**src/rtl/cmd_frame_rx.sv**
```systemverilog
// Three-byte command frame receiver (opcode, data high, data low) with a one-byte response transmitter.
// Optional inter-byte timeout is enabled by defining CMD_TIMEOUT_EN (window set by TIMEOUT_CYC).
module cmd_frame_rx #(
  parameter logic [15:0] TIMEOUT_CYC = 16'd50000
) (
  input  logic        clk,
  input  logic        rst,
  input  logic        rx_rdy,
  input  logic [7:0]  rx_data,
  output logic        clr_rx_rdy,
  output logic        cmd_rdy,
  output logic [7:0]  cmd,
  output logic [15:0] data,
  input  logic        clr_cmd_rdy,
  input  logic [7:0]  resp,
  input  logic        send_resp,
  output logic [7:0]  tx_data,
  output logic        trmt,
  input  logic        tx_done,
  output logic        resp_sent
);

  typedef enum logic [1:0] {
    WAIT_CMD = 2'd0,
    WAIT_DHI = 2'd1,
    WAIT_DLO = 2'd2
  } rx_state_t;

  typedef enum logic {
    TX_IDLE = 1'b0,
    TX_BUSY = 1'b1
  } tx_state_t;

  rx_state_t   rx_state_q;
  tx_state_t   tx_state_q;
  logic [7:0]  cmd_sh_q;
  logic [7:0]  dhi_sh_q;
  logic [7:0]  cmd_q;
  logic [15:0] data_q;
  logic        cmd_rdy_q;
  logic [7:0]  tx_data_q;
  logic        trmt_q;
  logic        resp_sent_q;
  logic        timeout_s;

  // Combinational so the receiver drops rx_rdy on the same edge that captures the byte.
  assign clr_rx_rdy = rx_rdy & ~rst;

`ifdef CMD_TIMEOUT_EN
  logic [15:0] tmo_cnt_q;
  logic [15:0] tmo_cnt_d;

  always_comb begin
    tmo_cnt_d = tmo_cnt_q + 16'd1;
    if (rx_rdy || (rx_state_q == WAIT_CMD)) begin
      tmo_cnt_d = 16'd0;
    end else begin
      tmo_cnt_d = tmo_cnt_q + 16'd1;
    end
  end

  // Idle-cycle counter while a frame is partially received.
  always_ff @(posedge clk) begin
    if (rst) begin
      tmo_cnt_q <= 16'd0;
    end else begin
      tmo_cnt_q <= tmo_cnt_d;
    end
  end

  assign timeout_s = (rx_state_q != WAIT_CMD) && !rx_rdy &&
                     (tmo_cnt_q == (TIMEOUT_CYC - 16'd1));
`else
  logic unused_tmo_s;
  assign unused_tmo_s = ^TIMEOUT_CYC;
  assign timeout_s    = 1'b0;
`endif

  // Receive FSM: shadow the first two bytes, publish the frame on the third.
  always_ff @(posedge clk) begin
    if (rst) begin
      rx_state_q <= WAIT_CMD;
      cmd_sh_q   <= 8'h00;
      dhi_sh_q   <= 8'h00;
      cmd_q      <= 8'h00;
      data_q     <= 16'h0000;
      cmd_rdy_q  <= 1'b0;
    end else begin
      if (clr_cmd_rdy) begin
        cmd_rdy_q <= 1'b0;
      end
      case (rx_state_q)
        WAIT_CMD: begin
          if (rx_rdy) begin
            cmd_sh_q   <= rx_data;
            cmd_rdy_q  <= 1'b0;
            rx_state_q <= WAIT_DHI;
          end
        end
        WAIT_DHI: begin
          if (rx_rdy) begin
            dhi_sh_q   <= rx_data;
            rx_state_q <= WAIT_DLO;
          end else if (timeout_s) begin
            rx_state_q <= WAIT_CMD;
          end
        end
        WAIT_DLO: begin
          // Completion is written last so it overrides a same-cycle clr_cmd_rdy.
          if (rx_rdy) begin
            cmd_q      <= cmd_sh_q;
            data_q     <= {dhi_sh_q, rx_data};
            cmd_rdy_q  <= 1'b1;
            rx_state_q <= WAIT_CMD;
          end else if (timeout_s) begin
            rx_state_q <= WAIT_CMD;
          end
        end
        default: begin
          rx_state_q <= WAIT_CMD;
        end
      endcase
    end
  end

  // Transmit FSM: one response in flight at a time, extra requests dropped.
  always_ff @(posedge clk) begin
    if (rst) begin
      tx_state_q  <= TX_IDLE;
      tx_data_q   <= 8'h00;
      trmt_q      <= 1'b0;
      resp_sent_q <= 1'b0;
    end else begin
      trmt_q      <= 1'b0;
      resp_sent_q <= 1'b0;
      case (tx_state_q)
        TX_IDLE: begin
          if (send_resp) begin
            tx_data_q  <= resp;
            trmt_q     <= 1'b1;
            tx_state_q <= TX_BUSY;
          end
        end
        TX_BUSY: begin
          if (tx_done) begin
            resp_sent_q <= 1'b1;
            tx_state_q  <= TX_IDLE;
          end
        end
        default: begin
          tx_state_q <= TX_IDLE;
        end
      endcase
    end
  end

  assign cmd_rdy   = cmd_rdy_q;
  assign cmd       = cmd_q;
  assign data      = data_q;
  assign tx_data   = tx_data_q;
  assign trmt      = trmt_q;
  assign resp_sent = resp_sent_q;

endmodule

```
**config.mk**
```make
export PLATFORM = sky130hd
export DESIGN_NAME = cmd_frame_rx
export DESIGN_NICKNAME = d
export VERILOG_FILES = /design/src/rtl/cmd_frame_rx.sv
export SDC_FILE = /design/constraint.sdc
export NUM_CORES = 1
export LEC_CHECK = 0
export ABC_AREA = 1
export ABC_CLOCK_PERIOD_IN_PS = 1100
export CORE_MARGIN = 2
export CORE_UTILIZATION = 39
export DETAILED_ROUTE_END_ITERATION = 10
export GPL_TIMING_DRIVEN = 0
export PLACE_DENSITY = 0.72
export SYNTH_ARGS = -nofsm -noshare
export SYNTH_HDL_FRONTEND = slang
export SYNTH_SLANG_ARGS = --single-unit
```
**constraint.sdc**
```tcl
create_clock -name clk -period 1.1 [get_ports clk]
set_input_delay 0.11 -clock clk [delete_from_list [all_inputs] [get_ports clk]]
set_output_delay 0.11 -clock clk [all_outputs]
set_load 0.01 [all_outputs]
```
==> reports/summary.txt, run 1 <==
Status: finished, final reports clean
Yosys top cell by area: dfxtp_1
Dpl ws: -0.551 ns
Initial antenna violation count: 0
# rows: 27
Critical path, cell by cell: dlygate4sd2_1
IO Pins: 58
Storage cell area: 1090 µm²
Max Cap Violations: 0
Die W: 78.8 µm
Die Y-Extent: 78.8 µm
Synth Register Bits: 54
Final setup vio count: 0
Hold-fix buffers, CTS: 0
Final wirelength: 4840 µm
CTS Root Buffer Type: clkbuf_8
Fmax: 954 MHz
Fin Setup TNS: 0 ns
Num CTS Buffers: 5
WP data arrival: 0.94 ns
Core ar.: 5470 µm²
Final nets: 409
Crit path max-delay cell type: dfxtp_1
Initial drt markers: 100
Post-DR vias/cell: 4.28
Post-Syn Area: 2180 µm²
Final Max Slew Viols: 0
Buffers and inverters on the worst path: 1
Peak supply drop: 485 µV
Final setup margin: 0.0521 ns
Grt ovf: 0
Netlist cell types: 15
Critical Path RT: 0.99 ns
Tcrit/Tclk final: 0.953
Seq/Total Area, Yosys: 0.495
Synth warnings: 0
Ant. Diodes: 0
Top-area cell type share of the netlist area: 0.495
Crit Path Max Fanout: 2
Final Core Density: 0.544
Fill cells: 568
Global-route wire length before repair: 8090 µm
Gpl congestion: 0.819
Main area contributors after synthesis: dfxtp_1, nor2_1, nand2_1, inv_1, a21oi_1
Multi-input logic area: 837 µm²
CTS tree: yes
Syn_nets: 342
Synth Area per Inst: 6.82 µm²
Vias in the first global route: 1767
Minimum clock period: 1.05 ns
Buffers on Ports: 56
Leakage power: 1.65 nW
Critical Path Sink Type: output pin
Largest net degree at the start of global routing: 17
Worst path max stage delay: 0.33 ns
Max-slew headroom: 0.839
Layout Area Growth over Synthesis: 36.3%
Wire length per cell: 10.5 µm
Placed cell area: 2830 µm²
Post-DP HPWL: 3450 µm
Clock Tree Buf Depth: 2
Final hold viol count: 0
Drt pass-1 iters: 4
Worst-Margin Slew: 0.242 ns
Antenna Nets Post-Route: 0
Design Area, Final: 2980 µm²
Via Count: 1967
Critical Path Start Type: flop
Starting Density: 0.399
Sink Count: 54
CP top delay family: flip-flops
Fin Hold WS: 0.0641 ns
RSZ-0062 raised after global routing: false
Post-synthesis instance total: 320
Worst-Skew Late Latency: 0.31 ns
Layout cells sized above 1: 0.0928
Min-Delay Path Class: primary input to flop
Remaining DRCs: 0
P per Cell Area: 1330 nW/µm²
Clk slew on worst S/H paths: 0.09 ns
Die area: 6210 µm²
Clock Skews: 0.0108 ns
Commonest non-fill, non-tap cell in the layout: nor2_1
Most frequent cells in the layout: nor2_1, nand2_1, dfxtp_1
H-Tree Level Count: 2
Crit Path Class: flop to output pin
Total GRT Usage: 0.164
-- final timing paths --
| path | endpoint | slack (ns) | depth (start not counted) | start |
|---|---|---|---|---|
| worst min-delay path | rx_state_q[0]$_SDFFE_PP0P_ | 0.06 | 2 | rst |
| worst min register to register | resp_sent$_SDFF_PP0_ | 0.46 | 2 | tx_state_q$_SDFF_PP0_ |
| worst max register to register | dhi_sh_q[6]$_SDFFE_PP0P_ | 0.07 | 6 | rx_state_q[0]$_SDFFE_PP0P_ |
| worst max-delay path | data[10] | 0.05 | 1 | data[10]$_SDFFE_PP0P_ |
-- report_power, final --
part,switching (mW),internal [mW]
clock,0.639,0.680
sequential,0.0550,2.06
combinational,0.283,0.247
-- metrics by stage --
stage,power (mW),instances
finish,3.96,460
global route,4.15,460
CTS,3.97,456
detailed placement,2.70,448
global placement,2.69,448
floorplan,2.44,320
-- metal layers --
metal,part of all wire,vias to the layer above,track usage
li1,-,1067,-
met2,0.49,34,0.281
met4,0.024,0,0.0690
met5,0,-,0
met3,0.022,9,0.0352
met1,0.46,857,0.201
-- state kept, by name, indices dropped and copies added, names as in the netlist, 2 cells and up --
register and count:
rx_state_q 2, dhi_sh_q 8, cmd_sh_q 8, tx_data 8
cmd 8, data 16
-- Yosys cell counts --
library cell and n:
nor2_2 1, nor3_1 1, nor2_1 91, buf_2 7
buf_4 5, inv_2 1, o21ai_0 8, buf_6 3
nand3_2 2, dfxtp_1 54, inv_1 47, nand3_1 10
a21oi_1 12, nand2_1 77, clkbuf_1 1
-- what timing repair did --
action	4_1_cts	5_1_grt
setup buffers	0	4
endpoints found under the setup margin	46	36
gates resized for setup	39	15
-- cell type report --
type                       instances  area share
multi-input combinational        202       0.281
clock inverter                     2      0.0126
tap                               72      0.0303
sequential                        54       0.365
inverter                          48      0.0614
buffer                            16      0.0395
timing repair buffer              60       0.186
clock buffer                       6      0.0244
-- cells by family (layout without fill, tap and decap cells) --
logic type | count (synthesis) | in the layout | share of synthesized area
flops | 54 | 54 | 0.495
simple gates | 182 | 182 | 0.326
compound gates | 20 | 20 | 0.0458
buf+inv | 64 | 132 | 0.133
(Power assumes the default switching activity.)
==> run 2, diff against run 1 <==
--- a/config.mk
+++ b/config.mk
@@ -7,11 +7,13 @@
 export LEC_CHECK = 0
 export ABC_AREA = 1
 export ABC_CLOCK_PERIOD_IN_PS = 1100
+export CELL_PAD_IN_SITES_DETAIL_PLACEMENT = 1
+export CELL_PAD_IN_SITES_GLOBAL_PLACEMENT = 1
 export CORE_MARGIN = 2
-export CORE_UTILIZATION = 39
+export CORE_UTILIZATION = 33
 export DETAILED_ROUTE_END_ITERATION = 10
 export GPL_TIMING_DRIVEN = 0
-export PLACE_DENSITY = 0.72
+export PLACE_DENSITY = 0.83
 export SYNTH_ARGS = -nofsm -noshare
 export SYNTH_HDL_FRONTEND = slang
 export SYNTH_SLANG_ARGS = --single-unit
==> reports/summary.txt, run 2 (same netlist as run 1, synthesis figures left out) <==
Vias in the first global route: 2080 (+18%)
Crit Path Class: flop to flop
# rows: 29 (+7.4%)
Layout Area Growth over Synthesis: 41.3%
Core ar.: 6390 µm² (+17%)
Dpl cells: 453 (+1.1%)
Total power: 4.05 mW (+2.2%)
Post-Layout Cell Count: 464 (+0.87%)
Peak supply drop: 654 µV (+35%)
RSZ-0062 raised after global routing: true
Via Count: 2056 (+4.5%)
Sink Count: 54 (unchanged)
Fmax: 904 MHz (-5.3%)
Design Area, Final: 3090 µm² (+3.7%)
Status: finished, violations left
Drt pass-1 iters: 6 (+2)
Worst reg2reg path depth: 7 (+1)
Most frequent cells in the layout: nor2_1, nand2_1, dfxtp_1
Crit path capture: cmd[0]$_SDFFE_PP0P_
Global-route wire length before repair: 9630 µm (+19%)
Final Max Slew Viols: 0 (unchanged)
Max-slew headroom: 0.832 (-0.00664)
Tcrit/Tclk final: 1.01 (+0.0530)
Ant. Diodes: 0 (unchanged)
Wire length per cell: 12.9 µm (+22%)
H-Tree Level Count: 2 (unchanged)
P per Cell Area: 1310 nW/µm² (-1.4%)
Gpl congestion: 0.816 (-0.40%)
Die Y-Extent: 85.3 µm (+8.3%)
Remaining DRCs: 0 (unchanged)
Clk network pwr share: 0.337 (+0.004)
Comb pwr share: 0.139 (+0.005)
CTS Root Buffer Type: clkbuf_8
Crit Path Max Fanout: 5 (+3)
Layout cells sized above 1: 0.155 (+0.0623)
Hold wc startpoint: rst
Hold Path Cell Cnt: 2 (unchanged)
Final hold viol count: 0 (unchanged)
Max Cap Violations: 0 (unchanged)
WP data arrival: 1.36 ns (+0.42 ns)
Placed cell area: 2840 µm² (+0.22%)
Commonest non-fill, non-tap cell in the layout: nor2_1
Largest net degree at the start of global routing: 18 (+1)
IO Pins: 58 (unchanged)
Worst-Skew Late Latency: 0.31 ns (about the same)
Sw frac: 0.259 (+0.0128)
Num CTS Buffers: 5 (unchanged)
Grt ovf: 0 (unchanged)
Initial antenna violation count: 0 (unchanged)
Final setup vio count: 2 (+2)
Clk slew on worst S/H paths: 0.10 ns (about the same)
Worst-Margin Slew: 0.252 ns (+0.00994 ns)
Antenna Nets Post-Route: 0 (unchanged)
Critical Path RT: 1.35 ns (+0.36 ns)
Internal power: 3.00 mW (+0.46%)
Failing checks: setup timing
Final nets: 408 (-0.24%)
Minimum clock period: 1.11 ns (+0.0582 ns)
Sequential Power Share: 0.524 (-0.009)
Post-DP HPWL: 4180 µm (+21%)
CTS tree: yes
Clock Skews: 0.00768 ns (-0.00309 ns)
Starting Density: 0.342 (-0.0571)
Leakage power: 1.66 nW (+0.48%)
Fill cells: 821 (+45%)
Post-DR vias/cell: 4.43 (+3.6%)
Final setup margin: -0.00617 ns (-0.0582 ns)
Net Switching: 1.05 mW (+7.5%)
Reg2Reg Launch Point: rx_state_q[0]$_SDFFE_PP0P_
R2R Path End: cmd[0]$_SDFFE_PP0P_
Clock Tree Buf Depth: 2 (unchanged)
Min-Delay Path Class: primary input to flop
Critical Path Start Type: flop
Final wirelength: 5980 µm (+23%)
Hold-fix buffers, CTS: 0 (unchanged)
Initial drt markers: 53 (-47%)
Max reg flops: 16 (unchanged)
R2R Setup Slk: -0.006 ns (-0.08 ns)
Die area: 7280 µm² (+17%)
Buffers on Ports: 56 (unchanged)
Critical Path Sink Type: flop
CP Launch Point: rx_state_q[0]$_SDFFE_PP0P_
Die W: 85.3 µm (+8.3%)
Total GRT Usage: 0.165 (+0.000189)
-- run 2: worst min-delay path by stage --
stage / to / slack [ns]
floorplan: resp_sent$_SDFF_PP0_ / 0.24
global placement: tx_state_q$_SDFF_PP0_ / 0.38
detailed placement: rx_state_q[1]$_SDFFE_PP0P_ / 0.39
CTS: cmd_rdy$_SDFF_PP0_ / 0.05
global route: cmd_rdy$_SDFF_PP0_ / 0.07
finish: cmd_rdy$_SDFF_PP0_ / 0.06
-- run 2: through the flow --
stage	hold WS, ns	utilization	setup slack, ns	TNS (ns)
finish	0.0563	0.483	-0.00617	-0.00950
global route	0.0736	0.483	-0.0645	-0.325
CTS	0.0509	0.461	-0.0103	-0.0103
detailed placement	0.391	0.445	-0.588	-11.92
global placement	0.384	0.445	-0.568	-10.30
floorplan	0.243	-	0.120	0
-- run 2: timing repair --
action | 4_1_cts | 5_1_grt
gates resized for setup | 46 | 38
pin swaps | 0 | 5
setup endpoints to repair | 67 | 39
hold endpoints to repair | 0 | 0
buffers inserted | 1 | 2
cloned | 0 | 1
-- run 2: final cells by class --
type	instances	area (µm²)	share of cell area
sequential	54	1090	0.352
multi-input combinational	202	912	0.296
timing repair buffer	60	573	0.186
inverter	48	183	0.0592
buffer	15	121	0.0393
tap	77	96.3	0.0312
clock buffer	5	68.8	0.0223
clock inverter	3	43.8	0.0142
-- run 2: power by group through the flow --
stage	Combinational (mW)	Clock (mW)	Sequential, mW
global route	0.638	1.48	2.13
detailed placement	0.558	0	2.16
finish	0.562	1.37	2.12
global placement	0.540	0	2.16
floorplan	0.271	0	2.17
CTS	0.532	1.40	2.12
-- run 2: critical path: stages (launching register included) --
cell and delay (ns):
dfxtp_4 0.39, inv_4 0.08, nand3_4 0.08, buf_6 0.15, buf_12 0.13, nand2_4 0.05
nand2_2 0.04, nor2_2 0.13
-- run 2: per-layer routing --
metal | GRT usage | wire [µm]
met5 | 0 | 0
met4 | 0.0476 | 84
met3 | 0.0263 | 174
met2 | 0.292 | 3060
met1 | 0.205 | 2650
